<file path="config.mk">
export PLATFORM = sky130hd
export DESIGN_NAME = audio_lpr_fir_decim_flat
export DESIGN_NICKNAME = d
export VERILOG_FILES = /design/src/rtl/fm_radio_pkg.sv /design/src/rtl/audio_lpr_fir_decim_if.sv /design/src/rtl/fir_decim_mac.sv /design/src/rtl/audio_lpr_fir_decim.sv /design/src/flat_wrapper.sv
export SDC_FILE = /design/constraint.sdc
export NUM_CORES = 2
export LEC_CHECK = 0
export CORE_ASPECT_RATIO = 0.5
export CORE_MARGIN = 5
export CORE_UTILIZATION = 30
export DETAILED_ROUTE_END_ITERATION = 8
export PLACE_DENSITY = 0.41
export SYNTH_ARGS = -nofsm -noshare
export SYNTH_HDL_FRONTEND = slang
export SYNTH_SLANG_ARGS = --single-unit
</file>
<file path="constraint.sdc">
create_clock -name clock -period 14.8 [get_ports clock]
set_input_delay 2.22 -clock clock [delete_from_list [all_inputs] [get_ports clock]]
set_output_delay 2.22 -clock clock [all_outputs]
set_load 0.01 [all_outputs]
</file>
<file path="src/rtl/fm_radio_pkg.sv">
// Shared FM-radio constants: fixed-point format, L+R audio low-pass taps, dequantize helper.
// Consumers may enable FIR_DECIM_MULT_PIPE_EN to register the product before accumulation.
package fm_radio_pkg;

  localparam int DATA_WIDTH = 32;
  localparam int NUM_TAPS   = 32;
  localparam int DECIM      = 8;
  localparam int BITS       = 10;

  localparam int TAP_W = $clog2(NUM_TAPS + 1);
  localparam int IDX_W = $clog2(NUM_TAPS);
  localparam int CNT_W = $clog2(DECIM);

  typedef enum logic [1:0] {
    ST_SHIFT = 2'd0,
    ST_MAC   = 2'd1,
    ST_WRITE = 2'd2
  } fir_state_e;

  localparam logic signed [DATA_WIDTH-1:0] AUDIO_LPR_COEFFS [NUM_TAPS] = '{
    32'hfffffffd, 32'hfffffffa, 32'hfffffff4, 32'hffffffed,
    32'hffffffe5, 32'hffffffdf, 32'hffffffe2, 32'hfffffff3,
    32'h00000015, 32'h0000004e, 32'h0000009b, 32'h000000f9,
    32'h0000015d, 32'h000001be, 32'h0000020e, 32'h00000243,
    32'h00000243, 32'h0000020e, 32'h000001be, 32'h0000015d,
    32'h000000f9, 32'h0000009b, 32'h0000004e, 32'h00000015,
    32'hfffffff3, 32'hffffffe2, 32'hffffffdf, 32'hffffffe5,
    32'hffffffed, 32'hfffffff4, 32'hfffffffa, 32'hfffffffd
  };

  localparam logic signed [2*DATA_WIDTH-1:0] DEQ_BIAS = (2*DATA_WIDTH)'((64'sd1 <<< BITS) - 64'sd1);

  // Divide by 2^BITS rounding toward zero, matching C integer division in the reference model.
  function automatic logic signed [DATA_WIDTH-1:0] dequantize(input logic signed [2*DATA_WIDTH-1:0] p);
    logic signed [2*DATA_WIDTH-1:0] biased;
    biased = p[2*DATA_WIDTH-1] ? (p + DEQ_BIAS) : p;
    return DATA_WIDTH'(biased >>> BITS);
  endfunction

endpackage

</file>
<file path="src/rtl/audio_lpr_fir_decim_if.sv">
// FIFO-side bundle of the decimating FIR: upstream FWFT read port, downstream write port, state view.
// Unaffected by FIR_DECIM_MULT_PIPE_EN.
interface audio_lpr_fir_decim_if;
  import fm_radio_pkg::*;

  // Handshake: a word moves upstream->FIR on every rising edge with in_rd_en=1 (only
  // asserted while in_empty=0, data taken from in_dout in that same cycle); a word moves
  // FIR->downstream on every rising edge with out_wr_en=1 (only asserted while out_full=0).
  logic [DATA_WIDTH-1:0] in_dout;
  logic                  in_empty;
  logic                  in_rd_en;
  logic [DATA_WIDTH-1:0] out_din;
  logic                  out_full;
  logic                  out_wr_en;
  logic [1:0]            dbg_state;

  modport master (
    input  in_dout, in_empty, out_full,
    output in_rd_en, out_din, out_wr_en, dbg_state
  );

  modport slave (
    output in_dout, in_empty, out_full,
    input  in_rd_en, out_din, out_wr_en, dbg_state
  );

endinterface

</file>
<file path="src/rtl/fir_decim_mac.sv">
// Multiply / dequantize / wrapping-accumulate datapath for the decimating FIR.
// FIR_DECIM_MULT_PIPE_EN adds a register between the dequantized product and the accumulator.
module fir_decim_mac
  import fm_radio_pkg::*;
(
  input  logic                         clock,
  input  logic                         reset,
  input  logic                         clr_i,
  input  logic                         en_i,
  input  logic signed [DATA_WIDTH-1:0] h_i,
  input  logic signed [DATA_WIDTH-1:0] x_i,
  output logic signed [DATA_WIDTH-1:0] acc_o
);

  logic signed [2*DATA_WIDTH-1:0] prod;
  logic signed [DATA_WIDTH-1:0]   deq_w;
  logic signed [DATA_WIDTH-1:0]   acc_q;
  logic signed [DATA_WIDTH-1:0]   acc_d;

  assign prod  = (2*DATA_WIDTH)'(h_i) * (2*DATA_WIDTH)'(x_i);
  assign deq_w = dequantize(prod);

`ifdef FIR_DECIM_MULT_PIPE_EN
  logic signed [DATA_WIDTH-1:0] prod_q;
  logic                         prod_vld_q;

  always_ff @(posedge clock or negedge reset) begin
    if (!reset) begin
      prod_q     <= '0;
      prod_vld_q <= 1'b0;
    end else begin
      prod_q     <= deq_w;
      prod_vld_q <= en_i & ~clr_i;
    end
  end

  assign acc_d = clr_i ? '0 : (prod_vld_q ? acc_q + prod_q : acc_q);
`else
  assign acc_d = clr_i ? '0 : (en_i ? acc_q + deq_w : acc_q);
`endif

  always_ff @(posedge clock or negedge reset) begin
    if (!reset) acc_q <= '0;
    else        acc_q <= acc_d;
  end

  assign acc_o = acc_q;

endmodule

</file>
<file path="src/rtl/audio_lpr_fir_decim.sv">
// L+R audio low-pass FIR with decimation: collects DECIM samples, runs one MAC pass, writes one output.
// FIR_DECIM_MULT_PIPE_EN stretches the MAC pass by one cycle for the product register.
module audio_lpr_fir_decim
  import fm_radio_pkg::*;
(
  input  logic                  clock,
  input  logic                  reset,
  audio_lpr_fir_decim_if.master bus
);

  localparam logic [1:0] S_SHIFT = ST_SHIFT;
  localparam logic [1:0] S_MAC   = ST_MAC;
  localparam logic [1:0] S_WRITE = ST_WRITE;

`ifdef FIR_DECIM_MULT_PIPE_EN
  localparam logic [TAP_W-1:0] MAC_LAST = TAP_W'(NUM_TAPS);
`else
  localparam logic [TAP_W-1:0] MAC_LAST = TAP_W'(NUM_TAPS - 1);
`endif

  logic [1:0]                   state_q, state_d;
  logic [CNT_W-1:0]             cnt_q, cnt_d;
  logic [TAP_W-1:0]             tap_q, tap_d;
  logic signed [DATA_WIDTH-1:0] x_q [NUM_TAPS];
  logic                         pop;
  logic                         mac_clr;
  logic                         mac_en;
  logic                         wr_en;
  logic [IDX_W-1:0]             tap_idx;
  logic signed [DATA_WIDTH-1:0] acc;

  always_comb begin
    state_d = state_q;
    cnt_d   = cnt_q;
    tap_d   = tap_q;
    pop     = 1'b0;
    mac_clr = 1'b0;
    mac_en  = 1'b0;
    wr_en   = 1'b0;
    case (state_q)
      S_SHIFT: begin
        if (!bus.in_empty) begin
          pop = 1'b1;
          if (cnt_q == CNT_W'(DECIM - 1)) begin
            cnt_d   = '0;
            tap_d   = '0;
            mac_clr = 1'b1;
            state_d = S_MAC;
          end else begin
            cnt_d = cnt_q + 1'b1;
          end
        end
      end
      S_MAC: begin
        // With the product register the final cycle only drains it, so no new tap is issued.
        mac_en = (tap_q < TAP_W'(NUM_TAPS));
        tap_d  = tap_q + 1'b1;
        if (tap_q == MAC_LAST) state_d = S_WRITE;
      end
      S_WRITE: begin
        if (!bus.out_full) begin
          wr_en   = 1'b1;
          state_d = S_SHIFT;
        end
      end
      default: state_d = S_SHIFT;
    endcase
  end

  always_ff @(posedge clock or negedge reset) begin
    if (!reset) begin
      state_q <= S_SHIFT;
      cnt_q   <= '0;
      tap_q   <= '0;
    end else begin
      state_q <= state_d;
      cnt_q   <= cnt_d;
      tap_q   <= tap_d;
    end
  end

  always_ff @(posedge clock or negedge reset) begin
    if (!reset) begin
      for (int i = 0; i < NUM_TAPS; i++) x_q[i] <= '0;
    end else if (pop) begin
      x_q[0] <= bus.in_dout;
      for (int i = 1; i < NUM_TAPS; i++) x_q[i] <= x_q[i-1];
    end
  end

  assign tap_idx = tap_q[IDX_W-1:0];

  fir_decim_mac u_mac (
    .clock (clock),
    .reset (reset),
    .clr_i (mac_clr),
    .en_i  (mac_en),
    .h_i   (AUDIO_LPR_COEFFS[tap_idx]),
    .x_i   (x_q[tap_idx]),
    .acc_o (acc)
  );

  // The accumulator is frozen outside S_MAC, so it doubles as the registered output word.
  assign bus.out_din   = acc;
  assign bus.in_rd_en  = pop;
  assign bus.out_wr_en = wr_en;
  assign bus.dbg_state = state_q;

endmodule

</file>
<file path="src/flat_wrapper.sv">
// flat-port wrapper written by rule: the top's interface ports become plain ports
module audio_lpr_fir_decim_flat import fm_radio_pkg::*;
  (clock, reset, bus_in_dout, bus_in_empty, bus_out_full, bus_in_rd_en, bus_out_din, bus_out_wr_en, bus_dbg_state);
  audio_lpr_fir_decim_if bus_i ();
  input  logic clock;
  input  logic reset;
  input wire logic [$bits(bus_i.in_dout)-1:0] bus_in_dout;
  input wire logic [$bits(bus_i.in_empty)-1:0] bus_in_empty;
  input wire logic [$bits(bus_i.out_full)-1:0] bus_out_full;
  output wire logic [$bits(bus_i.in_rd_en)-1:0] bus_in_rd_en;
  output wire logic [$bits(bus_i.out_din)-1:0] bus_out_din;
  output wire logic [$bits(bus_i.out_wr_en)-1:0] bus_out_wr_en;
  output wire logic [$bits(bus_i.dbg_state)-1:0] bus_dbg_state;
  assign bus_i.in_dout = bus_in_dout;
  assign bus_i.in_empty = bus_in_empty;
  assign bus_i.out_full = bus_out_full;
  assign bus_in_rd_en = bus_i.in_rd_en;
  assign bus_out_din = bus_i.out_din;
  assign bus_out_wr_en = bus_i.out_wr_en;
  assign bus_dbg_state = bus_i.dbg_state;
  audio_lpr_fir_decim u_core (.clock(clock), .reset(reset), .bus(bus_i));
endmodule
</file>
==> run_results.csv <==
group,metric,value,unit
finish,synthToLayoutAreaGrowth,11.4,%
logic_synthesis,synth-edff-count,0,
sta,worst_slack,1.11,ns
routing,wl_per_cell,17.6,um
clock_tree,cts.path.max_buffers,3,
logic_synthesis,yosysWarnings,0,
routing,wl,180000,um
setup_path,reg2reg_from,"u_core.tap_q[2]",
logic_synthesis,synthAdderAreaFrac,17.9,%
logic_synthesis,synth_mux_area_share,11.1,%
clock_tree,clock_latency,0.75,ns
worst_hold_path,hp-start,"u_core.x_q[890]",
floorplan,core-area,225000,um2
setup_path,crit_required,15.37,ns
clock_tree,htreeDepth,3,
routing,vias,47000,
finish,seqCellArea,26700,um2
worst_hold_path,hold_class,"reg2reg",
setup_path,slowest_stage,"dfrtp_4",
global_route,grt_use_met2,23.4,%
setup_path,critPathMaxFanout,43,
floorplan,fp.dieH,347,um
clock_tree,cts_repair_resize_count,0,
run_status,status,"finished clean",
finish,nets,7844,
global_route,grt_pass1_wl,293000,um
placement,gp_congestion,0.795,
clock_tree,postCtsSetupRepairBufs,0,
floorplan,initial_core_util,30.2,%
global_route,met1_usage,23.5,%
clock_tree,clk_pin_slew_worst_paths,0.06,ns
sta,fmax,0.0730,GHz
logic_synthesis,synth-compound-area-share,3.25,%
global_route,track_usage,15.3,%
sta,period_minus_slack,13.69,ns
clock_tree,cts_buffers,110,
clock_tree,cts_tree,"yes",
sta,max_slew_margin,24.1,%
sta,fin_crit_sh,92.5,%
global_route,grt_max_degree,210,
setup_path,slowest_delay,0.97,ns
setup_path,cp_common_cell,"fa_1",
setup_path,critPathKind,"reg2reg",
floorplan,die_area,237000,um2
setup_path,cp-end-kind,"flip-flop",
finish,layout_common_cells,"nand2_1 (3235), dfrtp_1 (1062), inv_1 (534), fa_1 (487), mux4_2 (310)",
placement,dp_slack,0.953,ns
sta,rsz0062_at_grt,"no",
logic_synthesis,syn-num-nets,7956,
logic_synthesis,synth_seq_cells,1067,
global_route,grt_pass1_vias,48400,
logic_synthesis,seq_area_frac_synth,39.2,%
global_route,top_usage_layer,"met1",
flow_run,max_cap_violations,0,
logic_synthesis,synth_simple_gate_area_share,22.1,%
routing,drc,0,
routing,drt_first_pass_iters,5,
routing,antenna_left,0,
logic_synthesis,synthFlopType,"dfrtp_1",
logic_synthesis,ys_async_sr_fraction,100,%
routing,drt_iter0_drc,3184,
floorplan,die_width,683,um
setup_path,cp-start-kind,"flip-flop",
floorplan,ioPinCount,72,
sta,worst_pin_slew,1.14,ns
logic_synthesis,postSynthAreaPerCell,9.40,um2
placement,port_buffers,71,
global_route,grtUsageMet3,1.82,%
clock_tree,cts_sinks,1067,
logic_synthesis,synth-xor-area-share,1.00,%
floorplan,rows,123,
logic_synthesis,syn_inst,7240,
finish,multi_input_area,37800,um2
clock_tree,root_buffer,"clkbuf_16",
finish,final_common_cell,"nand2_1",
setup_path,startpoint,"u_core.tap_q[2]",
routing,via_per_inst,4.60,
sta,tns,0,ns
placement,hpwlAfterDp,124000,um
logic_synthesis,synth_top_family_by_area,"simple AND/OR/NAND/NOR gates",
sta,drv_slew,0,
finish,fillers,23000,
sta,finalHoldViolations,0,
setup_path,arrival,14.26,ns
logic_synthesis,synthesis.area,68000,um2
logic_synthesis,synth_cell_types,87,
global_route,antenna_found_initial,6,
global_route,overflow,0,
finish,drive_gt1_share,9.96,%
sta,setup_viol_count_final,0,
clock_tree,ctsHoldBuffers,0,
sta,clock_skew,0.0646,ns
cell type report:
cell class,instances,area share (%)
antenna,3,0.00991
clock buffer,158,4.16
clock inverter,46,0.801
inverter,535,2.66
multi-input combinational,5231,49.9
sequential,1067,35.3
tap,3000,4.95
timing repair buffer,183,2.30
per-layer routing:
| metal | wire length, um | vias up | share of wire, % |
|---|---|---|---|
| met3 | 5630 | 164 | 3.1 |
| met1 | 93100 | 23600 | 52 |
| met2 | 79300 | 502 | 44 |
| met4 | 2410 | 0 | 1.3 |
| li1 | - | 22700 | - |
| met5 | 0 | - | 0 |
through the flow:
| step | utilization [%] | cells | hold WS (ns) | area (um2) |
|---|---|---|---|---|
| after detailed placement | 32.0 | 10000 | 0.458 | 72000 |
| final | 33.7 | 10200 | 0.442 | 75800 |
| after CTS | 33.7 | 10200 | 0.437 | 75800 |
| after global routing | 33.7 | 10200 | 0.478 | 75800 |
| after global placement | 32.0 | 10000 | 0.456 | 72000 |
| after floorplan | - | 7240 | 0.441 | 68000 |
worst max-delay path, delay by kind of cell (launching register included):
family	cells	cell delay, ns
AND/OR/NAND/NOR	5	1.34
AO/OA/AOI/OAI	15	3.45
adder cells (fa/ha/maj)	10	5.05
buffers and inverters	3	1.06
XOR/XNOR	1	0.17
flip-flops	1	0.97
multiplexers	4	1.45
sequential cells by signal, indices dropped and copies added (netlist names):
name / count
u_core.bus.dbg_state: 2
u_core.cnt_q: 3
u_core.tap_q: 6
u_core.u_mac.acc_o: 32
u_core.x_q: 1024
Yosys cell counts, drive strengths merged (64+ instances only):
cell	n	area, um2
a21oi	84	443
dfrtp	1067	26700
nor2	233	875
inv	535	2010
fa	487	9750
buf	75	389
mux4	310	6980
o21ai	83	427
nand2	3236	12100
ha	193	2410
clkbuf	332	1250
nand2b	64	400
final timing paths:
check                                    endpoint  slack [ns]  cells past startpoint
max                        u_core.u_mac.acc_o[29]        1.11                     38
min                               u_core.x_q[858]        0.44                      2
max reg2reg                u_core.u_mac.acc_o[29]        1.11                     38
min reg2reg                       u_core.x_q[858]        0.44                      2
max in group asynchronous         u_core.x_q[189]       10.32                      4
min in group asynchronous         u_core.x_q[400]        1.49                      1
cell families after synthesis:
| family | count (synthesis) |
|---|---|
| AND/OR/NAND/NOR | 3782 |
| flip-flops | 1067 |
| buffers and inverters | 942 |
| adder cells (fa/ha/maj) | 680 |
| multiplexers | 368 |
| AO/OA/AOI/OAI | 324 |
| XOR/XNOR | 77 |
Power is left out: the tool's default activity adds up to more than one toggle a clock period on the data nets, which glitch-free logic cannot reach.
